===== config.mk =====
export PLATFORM = sky130hd
export DESIGN_NAME = subckt_toggle_monitor
export DESIGN_NICKNAME = d
export VERILOG_FILES = /design/src/rtl/subckt_toggle_monitor.sv
export SDC_FILE = /design/constraint.sdc
export NUM_CORES = 1
export LEC_CHECK = 0
export ABC_CLOCK_PERIOD_IN_PS = 6450
export BUFFER_PORTS_ARGS = -buffer_cell sky130_fd_sc_hd__buf_2
export CAP_MARGIN = 20
export CORE_ASPECT_RATIO = 0.7
export CORE_MARGIN = 8
export CORE_UTILIZATION = 23
export CTS_BUF_LIST = sky130_fd_sc_hd__clkbuf_4 sky130_fd_sc_hd__clkbuf_8
export DETAILED_ROUTE_END_ITERATION = 12
export HOLD_SLACK_MARGIN = 0.03
export SETUP_SLACK_MARGIN = 0.1
export SLEW_MARGIN = 30
export SYNTH_ARGS = -nofsm -noshare
export SYNTH_HDL_FRONTEND = slang
export SYNTH_SLANG_ARGS = --single-unit

===== constraint.sdc =====
create_clock -name clk -period 6.45 [get_ports clk]
set_input_delay 0.9675 -clock clk [delete_from_list [all_inputs] [get_ports clk]]
set_output_delay 0.9675 -clock clk [all_outputs]
set_load 0.01 [all_outputs]

===== src/rtl/subckt_toggle_monitor.sv =====
// Windowed switching-activity monitor for a combinational sub-circuit:
// counts input bit toggles, output toggles and output-high samples over a
// programmable number of valid samples, then holds the result for handshake.
`timescale 1ns/1ps
module subckt_toggle_monitor #(
    parameter int unsigned IN_W  = 4,
    parameter int unsigned CNT_W = 16
) (
    input  logic             clk,
    input  logic             rst_n,
    input  logic             start,
    input  logic [CNT_W-1:0] win_len,
    input  logic             smp_valid,
    input  logic [IN_W-1:0]  vec_in,
    input  logic             out_in,
    input  logic             res_ready,
    output logic             res_valid,
    output logic [CNT_W-1:0] in_toggles,
    output logic [CNT_W-1:0] out_toggles,
    output logic [CNT_W-1:0] ones_cnt,
    output logic             busy
);

    localparam int unsigned PC_W  = $clog2(IN_W + 1);
    localparam int unsigned SUM_W = CNT_W + PC_W + 1;

    typedef enum logic [1:0] {
        S_IDLE  = 2'd0,
        S_PRIME = 2'd1,
        S_COUNT = 2'd2,
        S_HOLD  = 2'd3
    } state_t;

    state_t            r_state, w_state_nxt;
    logic [CNT_W-1:0]  r_win_len, w_win_len_nxt;
    logic [CNT_W-1:0]  r_smp_cnt, w_smp_cnt_nxt;
    logic [IN_W-1:0]   r_prev_vec, w_prev_vec_nxt;
    logic              r_prev_out, w_prev_out_nxt;
    logic [CNT_W-1:0]  r_in_tog, w_in_tog_nxt;
    logic [CNT_W-1:0]  r_out_tog, w_out_tog_nxt;
    logic [CNT_W-1:0]  r_ones, w_ones_nxt;
    logic              r_res_valid, w_res_valid_nxt;
    logic              r_busy, w_busy_nxt;
    logic [IN_W-1:0]   w_diff;
    logic [PC_W-1:0]   w_popcnt;

    // Add a small increment to a counter, clamping at all-ones instead of wrapping.
    function automatic logic [CNT_W-1:0] sat_add(input logic [CNT_W-1:0] a,
                                                 input logic [PC_W-1:0]  b);
        logic [SUM_W-1:0] s;
        s = SUM_W'(a) + SUM_W'(b);
        if (|s[SUM_W-1:CNT_W]) return '1;
        return s[CNT_W-1:0];
    endfunction

    // Number of input bits that changed since the previous sample.
    always_comb begin
        w_diff   = vec_in ^ r_prev_vec;
        w_popcnt = '0;
        for (int unsigned i = 0; i < IN_W; i++) begin
            w_popcnt = w_popcnt + PC_W'(w_diff[i]);
        end
    end

    // Next-state and next-counter logic.
    always_comb begin
        w_state_nxt    = r_state;
        w_win_len_nxt  = r_win_len;
        w_smp_cnt_nxt  = r_smp_cnt;
        w_prev_vec_nxt = r_prev_vec;
        w_prev_out_nxt = r_prev_out;
        w_in_tog_nxt   = r_in_tog;
        w_out_tog_nxt  = r_out_tog;
        w_ones_nxt     = r_ones;

        case (r_state)
            S_IDLE: begin
                if (start && (win_len != '0)) begin
                    w_win_len_nxt = win_len;
                    w_smp_cnt_nxt = '0;
                    w_in_tog_nxt  = '0;
                    w_out_tog_nxt = '0;
                    w_ones_nxt    = '0;
                    w_state_nxt   = S_PRIME;
                end
            end
            S_PRIME: begin
                // First sample only seeds the history; nothing to compare against yet.
                if (smp_valid) begin
                    w_prev_vec_nxt = vec_in;
                    w_prev_out_nxt = out_in;
                    w_smp_cnt_nxt  = CNT_W'(1);
                    w_ones_nxt     = sat_add(r_ones, PC_W'(out_in));
                    w_state_nxt    = (r_win_len == CNT_W'(1)) ? S_HOLD : S_COUNT;
                end
            end
            S_COUNT: begin
                if (smp_valid) begin
                    w_in_tog_nxt   = sat_add(r_in_tog, w_popcnt);
                    w_out_tog_nxt  = sat_add(r_out_tog, PC_W'(out_in ^ r_prev_out));
                    w_ones_nxt     = sat_add(r_ones, PC_W'(out_in));
                    w_smp_cnt_nxt  = r_smp_cnt + CNT_W'(1);
                    w_prev_vec_nxt = vec_in;
                    w_prev_out_nxt = out_in;
                    if ((r_smp_cnt + CNT_W'(1)) == r_win_len) begin
                        w_state_nxt = S_HOLD;
                    end
                end
            end
            S_HOLD: begin
                if (res_ready) begin
                    w_state_nxt = S_IDLE;
                end
            end
            default: begin
                w_state_nxt = S_IDLE;
            end
        endcase

        w_res_valid_nxt = (w_state_nxt == S_HOLD);
        w_busy_nxt      = (w_state_nxt != S_IDLE);
    end

    // State, counters and registered outputs.
    always_ff @(posedge clk or negedge rst_n) begin
        if (!rst_n) begin
            r_state     <= S_IDLE;
            r_win_len   <= '0;
            r_smp_cnt   <= '0;
            r_prev_vec  <= '0;
            r_prev_out  <= 1'b0;
            r_in_tog    <= '0;
            r_out_tog   <= '0;
            r_ones      <= '0;
            r_res_valid <= 1'b0;
            r_busy      <= 1'b0;
        end else begin
            r_state     <= w_state_nxt;
            r_win_len   <= w_win_len_nxt;
            r_smp_cnt   <= w_smp_cnt_nxt;
            r_prev_vec  <= w_prev_vec_nxt;
            r_prev_out  <= w_prev_out_nxt;
            r_in_tog    <= w_in_tog_nxt;
            r_out_tog   <= w_out_tog_nxt;
            r_ones      <= w_ones_nxt;
            r_res_valid <= w_res_valid_nxt;
            r_busy      <= w_busy_nxt;
        end
    end

    assign res_valid   = r_res_valid;
    assign in_toggles  = r_in_tog;
    assign out_toggles = r_out_tog;
    assign ones_cnt    = r_ones;
    assign busy        = r_busy;

endmodule

Word-level counts from Yosys, hierarchy flattened. Cells that the tools add are included.

Register bits: 89. Bits of input ports: 26. Output and inout bits: 50.

$add $sub $neg: 7. Equal/unequal tests: 9. Muxes and demuxes: 35. Bitwise gates (word level): 2. Reduce and logical (&&, ||, !) cells: 14.

Operators with widths (count): two-way mux 16 bit (14); one-hot mux 16 bit (3 select lines) (2); one-hot mux 16 bit (2 select lines) (2); adder 16 x 1 -> 17 bit (2); adder 16 x 3 -> 17 bit (1); adder 16 x 1 -> 16 bit, second input constant (1); equality test 16 x 1 -> 1 bit, second input constant (1); equality test 16 bit (1); nonzero test 16 bit (1); OR reduction 4 bit (3); two-way mux 1 bit (11); two-way mux 2 bit (5); one-hot mux 2 bit (4 select lines) (1); equality test 2 bit, second input constant (3); != test 2 bit, second input constant (3); AND reduction 2 bit (2); AND reduction 4 bit (1); nonzero test 2 bit (2); bitwise XOR 4 bit (1); adder 2 x 1 -> 3 bit (1); adder 3 x 1 -> 3 bit (1); AND reduction 3 bit (1); nonzero test 3 bit (1); adder 1 x 1 -> 2 bit (1); 5 further kinds (5).

Depth between registers and ports, before layout. Gate-level depths: netlist (run 1).

Depth after elaboration: 12. Depth in mapped cells: 12. Gate-level depth less buffers: 11.

Least setup slack after synthesis (run 1). No wires, ideal clock.

Kind: input port to flip-flop. Start point: input vec_in[0]. End point: register r_in_tog[3] (netlist: in_toggles[3]). Data arrival time: 3.617 ns. Path slack: 2.769 ns. Cell stages on the path: 12. Path buffers: 1. Cell sequence: xnor2_1 fa_1 fa_1 inv_1 fa_1 nand3_1 nor4_1 nand2_1 clkbuf_1 nand2_1 a21oi_1 o21ba_2.

Word-level cells in the longest chain between the ends: 12.

RTL lines: start: declaration (line 14) `input logic [IN_W-1:0] vec_in,`; bitwise XOR 4 bit (*) (line 58) `w_diff = vec_in ^ r_prev_vec;`; adder 1 x 1 -> 2 bit (*) (line 61) `w_popcnt = w_popcnt + PC_W'(w_diff[i]);`; adder 2 x 1 -> 3 bit (*) (line 61); adder 3 x 1 -> 3 bit (*) (line 61); adder 16 x 3 -> 17 bit (*) (line 51) `s = SUM_W'(a) + SUM_W'(b);`; OR reduction 4 bit (line 52) `if (|s[SUM_W-1:CNT_W]) return '1;`; two-way mux 1 bit (line 52); two-way mux 1 bit (line 98) `if (smp_valid) begin`; two-way mux 1 bit (line 76) `case (r_state)`; two-way mux 16 bit (*) (line 53) `return s[CNT_W-1:0];`; two-way mux 16 bit (*) (line 98); one-hot mux 16 bit (2 select lines) (*) (line 76); end signal: assignment (line 143) `r_in_tog <= w_in_tog_nxt;`; end: declaration (line 39) `logic [CNT_W-1:0] r_in_tog, w_in_tog_nxt;`.

Every way passes the cells marked *; elsewhere a longest branch is shown, timed or not. The select of a mux whose other input is x is not followed. A chain may end at the register's enable or synchronous reset.

Final worst setup path (run 1).
Start point: input vec_in[0]. End point: register r_in_tog[7] (netlist: in_toggles[7]).

Same word-level chain as after synthesis.

==> results of run 1 <==
==> flip-flops by register name, summed over array words and instances (netlist names) <==
| name | cells |
|---|---|
| ones_cnt | 16 |
| res_valid | 1 |
| r_state | 2 |
| in_toggles | 16 |
| busy | 1 |
| out_toggles | 16 |
| r_prev_out | 1 |
| r_prev_vec | 4 |
| r_smp_cnt | 16 |
| r_win_len | 16 |
==> layer usage <==
layer	GRT usage, %	part of all wire [%]
met5	0	0
met4	2.78	0.98
met3	3.44	6.9
met2	15.7	41
met1	16.8	51
==> area by class of cell <==
cell class / instances / area (µm²) / share of cell area [%]
flip-flops and latches: 89 / 2230 / 35.2
multi-input cells: 471 / 2960 / 46.7
clock inverters: 4 / 98.8 / 1.56
repair buffers: 81 / 423 / 6.68
clock buffers: 12 / 153 / 2.41
well taps: 318 / 398 / 6.28
inverters: 20 / 75.1 / 1.19
==> metrics by stage <==
step | power [mW] | setup WS (ps) | util (%)
CTS | 2.19 | 2650 | 27.1
floorplan | 1.39 | 2770 | -
finish | 2.17 | 2590 | 27.1
global placement | 1.67 | 2370 | 26.0
global route | 2.33 | 2330 | 27.1
detailed placement | 1.68 | 2230 | 26.0
==> worst max-delay path, delay by kind of cell <==
family                   cells  cell delay (ps)
adder cells (fa/ha/maj)      3             1170
XOR/XNOR                     1              200
AND/OR/NAND/NOR              4             1370
AO/OA/AOI/OAI                2              270
buffers and inverters        2              190
==> path summary, 6_finish.rpt <==
check	startpoint	to	slack, ps	depth (start not counted)
max	vec_in[0]	in_toggles[7]	2590	12
min	r_smp_cnt[15]	r_smp_cnt[15]	530	1
max reg2reg	r_prev_vec[0]	in_toggles[7]	2860	11
min reg2reg	r_smp_cnt[15]	r_smp_cnt[15]	530	1
max in group asynchronous	rst_n	in_toggles[15]	4820	2
min in group asynchronous	rst_n	r_win_len[9]	540	1
==> cell families after synthesis <==
family / Yosys count / synth area share, %
DFF: 89 / 41.2
buffers and inverters: 51 / 4.35
AOI/OAI and AO/OA: 201 / 22.1
muxes: 25 / 5.13
and+or+nand+nor: 208 / 19.9
xor gates and xnor gates: 23 / 3.72
adders and majority gates: 14 / 3.65
==> Yosys cell counts (3+ instances only) <==
master	instances	area, µm²
sky130_fd_sc_hd__dfrtp_1	89	2230
sky130_fd_sc_hd__a21oi_1	68	340
sky130_fd_sc_hd__o21ai_0	66	330
sky130_fd_sc_hd__nand2_1	58	218
sky130_fd_sc_hd__nor2_1	42	158
sky130_fd_sc_hd__nand3_1	33	165
sky130_fd_sc_hd__clkbuf_1	22	82.6
sky130_fd_sc_hd__mux2_2	22	248
sky130_fd_sc_hd__inv_1	19	71.3
sky130_fd_sc_hd__o31ai_1	18	135
sky130_fd_sc_hd__xor2_1	13	114
sky130_fd_sc_hd__a41oi_1	11	96.3
sky130_fd_sc_hd__and3_1	11	68.8
sky130_fd_sc_hd__ha_1	11	138
sky130_fd_sc_hd__nor4_1	11	68.8
sky130_fd_sc_hd__nand4_1	10	62.6
sky130_fd_sc_hd__nor3_1	10	50.1
sky130_fd_sc_hd__xnor2_1	10	87.6
sky130_fd_sc_hd__a31oi_1	8	50.1
sky130_fd_sc_hd__nand2b_1	6	37.5
sky130_fd_sc_hd__or2_2	4	25.0
sky130_fd_sc_hd__buf_4	3	22.5
sky130_fd_sc_hd__fa_1	3	60.1
sky130_fd_sc_hd__mux2i_1	3	30.0
sky130_fd_sc_hd__o211ai_1	3	22.5
==> power groups by stage <==
| stage | clock network [mW] | logic (mW) | registers (mW) |
|---|---|---|---|
| finish | 0.499 | 0.885 | 0.786 |
| global placement | 0 | 0.879 | 0.789 |
| floorplan | 0 | 0.628 | 0.758 |
| detailed placement | 0 | 0.885 | 0.793 |
| global route | 0.540 | 0.990 | 0.802 |
| CTS | 0.520 | 0.890 | 0.785 |
==> flow_metrics.tcl, run 1 <==
set metrics [dict create \
    result_of_the_run "finished, final reports clean" \
    final_common_cell "sky130_fd_sc_hd__dfrtp_1" \
    ioPinCount 76 \
    cts_repair_resize_count 0 \
    setup_repair_after_global_routing_missed_its_margin "false" \
    grt_antenna_before_repair 0 \
    clock.fmax_mhz 259 \
    arrival_time_at_the_worst_endpoint_ps 4180 \
    synth_seq_cells 89 \
    cts_buffers 9 \
    path_cells "buf_2 -> xnor2_1 -> fa_1 -> fa_1 -> inv_1 -> fa_1 -> nand3_1 -> nor4_1 -> nand2_1 -> nand2b_1 -> o21ai_0 -> a21oi_1" \
    yosys.cell_types.count 66 \
    dpl-instance-area_um2 6080 \
    finalSetupViolations 0 \
    path_class "input port to register" \
    remaining_number_of_nets_flagged_by_the_antenna_check_after_routing 0 \
    cts-root-buf "sky130_fd_sc_hd__clkbuf_8" \
    synth-edff-count 0 \
    final-max-slew-violation-count 0 \
    pwr-share-seq_pct 36.2 \
    clock-skew-final_ps 18.0 \
    cpMaxStageDelayCell "sky130_fd_sc_hd__nor4_1" \
    syn_avg_cell_area_um2 8.86 \
    postSynth.asyncResetShare_pct 100 \
    clk_pin_slew_worst_paths_ps 100 \
    yosysSeqAreaShare_pct 41.2 \
    detailroute.via_count 4918 \
    layout-drive-gt1-share_pct 20.2 \
    ys.warnings.count 0 \
    power_switching_share_pct 41.4 \
    floorplan.rows 47 \
    die_y_um 144 \
    grt_pass1_vias 4529 \
    grt_start_max_net_pins 53 \
    buffer_ports.inserted 75 \
    timing.slew.headroom_pct 47.1 \
    drt_pass1_iterations 4 \
    holdCritPathClass "register to register" \
    initial_core_util_pct 23.2 \
    grt_use_total_pct 11.4 \
    tns_ps 0 \
    post_synth_instance_area_um2 5410 \
    min_period_ps 3860 \
    detail_route.vias_per_cell 4.94 \
    syn-instance-count 611 \
    worst-path-max-fanout 11 \
    internal-power_mw 1.27 \
    placed_cells 979 \
    antenna_cells 0 \
    timing.critical_path.required_ps 6770 \
    timing_worst_slew_pin_value_ps 792 \
    final_cell_area_um2 6330 \
    leakagePower_nw 2.71 \
    die_area_um2 28800 \
    final_cell_mix "89 x sky130_fd_sc_hd__dfrtp_1, 74 x sky130_fd_sc_hd__buf_2, 68 x sky130_fd_sc_hd__a21oi_1, 64 x sky130_fd_sc_hd__o21ai_0, 58 x sky130_fd_sc_hd__nand2_1" \
    clock_power_share_pct 23.0 \
    die_span_x_um 199 \
    clock_sinks 89 \
    maxCapViolations 0 \
    synth-main-ff-cell "sky130_fd_sc_hd__dfrtp_1" \
    core-area_um2 23300 \
    hold_violations 0 \
    post_cts_hold_buffer_count 0 \
    gp_routability_congestion 0.867 \
    netSwitchingPower_mw 0.898 \
    cts.htree.levels 3 \
    end_kind "register" \
    clk_latency_ps 390 \
    detailedRoute.firstIterationViolations 319 \
    hold-worst-slack_ps 526 \
    syn_nets 651 \
    routed_wl_um 16300 \
    combinationalPowerShare_pct 40.8 \
    final-instance-count-excl-fill 995 \
    global_route_wire_length_before_repair_um 25700 \
    cts.repair_timing.setup_buffer_count 0 \
    critical-path-top-cell-by-count "sky130_fd_sc_hd__fa_1" \
    grt-ovfl-total 0 \
    route.detailed.wl_per_inst_um 16.3 \
    worst_setup_path_start_kind "input port" \
    power_density_nw_per_um2 343 \
    tritoncts "built" \
    layout.filler_cells 2558 \
    design.final.nets 712 \
    dp_hpwl_um 11800 \
    syn_to_final_growth_pct 17.0 \
    vdd.ir_drop.worst_v 0.000139 \
    cp_slowest_stage_delay_ps 570 \
    cts_max_path_buffers 2 \
    drt_drc_violations_left 0 \
    final.period_utilization_pct 59.8 \
]
(Power assumes the default switching activity.)
==> inputs of run 2 (changes only) <==
- ABC_CLOCK_PERIOD_IN_PS: 6450 -> 3700
- clock period: 6.45 -> 3.7 ns (I/O delays scaled with it)
==> flow_metrics.tcl, run 2 (same netlist as run 1, synthesis figures left out) <==
set metrics [dict create \
    cp_slowest_stage_delay_ps 470 \
    dpl-instance-area_um2 6140 \
    final.period_utilization_pct 87.7 \
    timing.slew.headroom_pct 57.5 \
    cts.htree.levels 3 \
    layout-drive-gt1-share_pct 21.0 \
    cts_buffers 9 \
    clk_pin_slew_worst_paths_ps 100 \
    finalSetupViolations 0 \
    design.final.nets 718 \
    power_density_nw_per_um2 589 \
    result_of_the_run "finished, final reports clean" \
    worst-path-max-fanout 6 \
    gp_routability_congestion 0.835 \
    final_common_cell "sky130_fd_sc_hd__dfrtp_1" \
    detailroute.via_count 4888 \
    final_cell_mix "89 x sky130_fd_sc_hd__dfrtp_1, 74 x sky130_fd_sc_hd__buf_2, 68 x sky130_fd_sc_hd__a21oi_1, 64 x sky130_fd_sc_hd__o21ai_0, 58 x sky130_fd_sc_hd__nand2_1" \
    vdd.ir_drop.worst_v 0.000273 \
    timing.critical_path.required_ps 4030 \
    tns_ps 0 \
    path_cells "xnor2_1 -> fa_1 -> fa_1 -> inv_1 -> fa_1 -> nand3_1 -> nor4_1 -> nand2_1 -> buf_4 -> nand2b_1 -> o21ai_0 -> a21oi_1" \
    core-area_um2 23300 \
    detail_route.vias_per_cell 4.89 \
    cts_repair_resize_count 0 \
    detailedRoute.firstIterationViolations 352 \
    die_area_um2 28800 \
    die_span_x_um 199 \
    grt_pass1_vias 4539 \
    syn_to_final_growth_pct 17.8 \
    route.detailed.wl_per_inst_um 16.0 \
    grt_use_total_pct 11.4 \
    layout.filler_cells 2532 \
    dp_hpwl_um 11800 \
    remaining_number_of_nets_flagged_by_the_antenna_check_after_routing 0 \
    clock-skew-final_ps 13.4 \
    placed_cells 985 \
    routed_wl_um 16000 \
    clk_latency_ps 390 \
    clock.fmax_mhz 308 \
    setup_repair_after_global_routing_missed_its_margin "false" \
    holdCritPathClass "input port to asynchronous set/reset pin" \
    grt_start_max_net_pins 48 \
    cpMaxStageDelayCell "sky130_fd_sc_hd__fa_1" \
    hold_violations 0 \
    leakagePower_nw 2.72 \
    final-max-slew-violation-count 0 \
    die_y_um 144 \
    drt_drc_violations_left 0 \
    grt_antenna_before_repair 0 \
    initial_core_util_pct 23.2 \
    worst_setup_path_start_kind "register" \
    cts.repair_timing.setup_buffer_count 0 \
    final-instance-count-excl-fill 1000 \
    min_period_ps 3240 \
    arrival_time_at_the_worst_endpoint_ps 3570 \
    drt_pass1_iterations 5 \
    buffer_ports.inserted 75 \
    critical-path-top-cell-by-count "sky130_fd_sc_hd__fa_1" \
    timing_worst_slew_pin_value_ps 621 \
    antenna_cells 0 \
    ioPinCount 76 \
    tritoncts "built" \
    end_kind "register" \
    global_route_wire_length_before_repair_um 25700 \
    post_cts_hold_buffer_count 0 \
    clock_sinks 89 \
    floorplan.rows 47 \
    cts-root-buf "sky130_fd_sc_hd__clkbuf_8" \
    grt-ovfl-total 0 \
    path_class "register to register" \
    cts_max_path_buffers 2 \
    maxCapViolations 0 \
    final_cell_area_um2 6380 \
]
==> run 2: per-layer routing <==
metal	up-vias	track usage [%]	part of all wire, %
li1	2384	-	-
met1	2373	16.6	51
met2	120	15.6	41
met3	11	3.98	6.4
met4	0	2.70	0.93
met5	-	0	0
==> run 2: worst max-delay path, delay by kind of cell, from the launching register on <==
family          cells  cell delay (ps)
flops               1              400
simple gates        4              870
buf+inv             2              290
compound gates      2              240
fa+ha+maj           3             1150
xor+xnor            1              210
==> run 2: area by class of cell <==
cell class / count / area (µm²) / share of cell area [%]
Clock buffer: 10 / 131 / 2.06
Multi-Input combinational cell: 471 / 2960 / 46.4
Tap cell: 318 / 398 / 6.24
Timing Repair Buffer: 87 / 480 / 7.54
Sequential cell: 89 / 2230 / 34.9
Clock inverter: 5 / 105 / 1.65
Inverter: 20 / 75.1 / 1.18
==> run 2: metrics by stage <==
step	hold WS (ps)	worst slack (ps)	power, mW	util [%]
final	158	457	3.75	27.3
after global routing	191	143	4.06	27.3
after CTS	170	420	3.80	27.3
after detailed placement	504	189	2.95	26.3
after global placement	492	254	2.93	26.3
after floorplan	259	432	2.42	-
==> run 2: final timing paths <==
path,start,end,slack [ps],cells past startpoint
worst min-delay path,rst_n,r_win_len[10],160,1
min in group clk,vec_in[2],r_prev_vec[2],410,2
max in group asynchronous,rst_n,in_toggles[2],2860,2
worst max register to register,r_prev_vec[0],in_toggles[7],460,12
worst max-delay path,r_prev_vec[0],in_toggles[7],460,12
worst min register to register,r_smp_cnt[15],r_smp_cnt[15],520,1
==> run 2: power by group <==
group	internal, mW	switching [mW]	leakage [nW]
sequential	1.14	0.221	1.19
clock	0.453	0.377	0.112
combinational	0.610	0.947	1.42
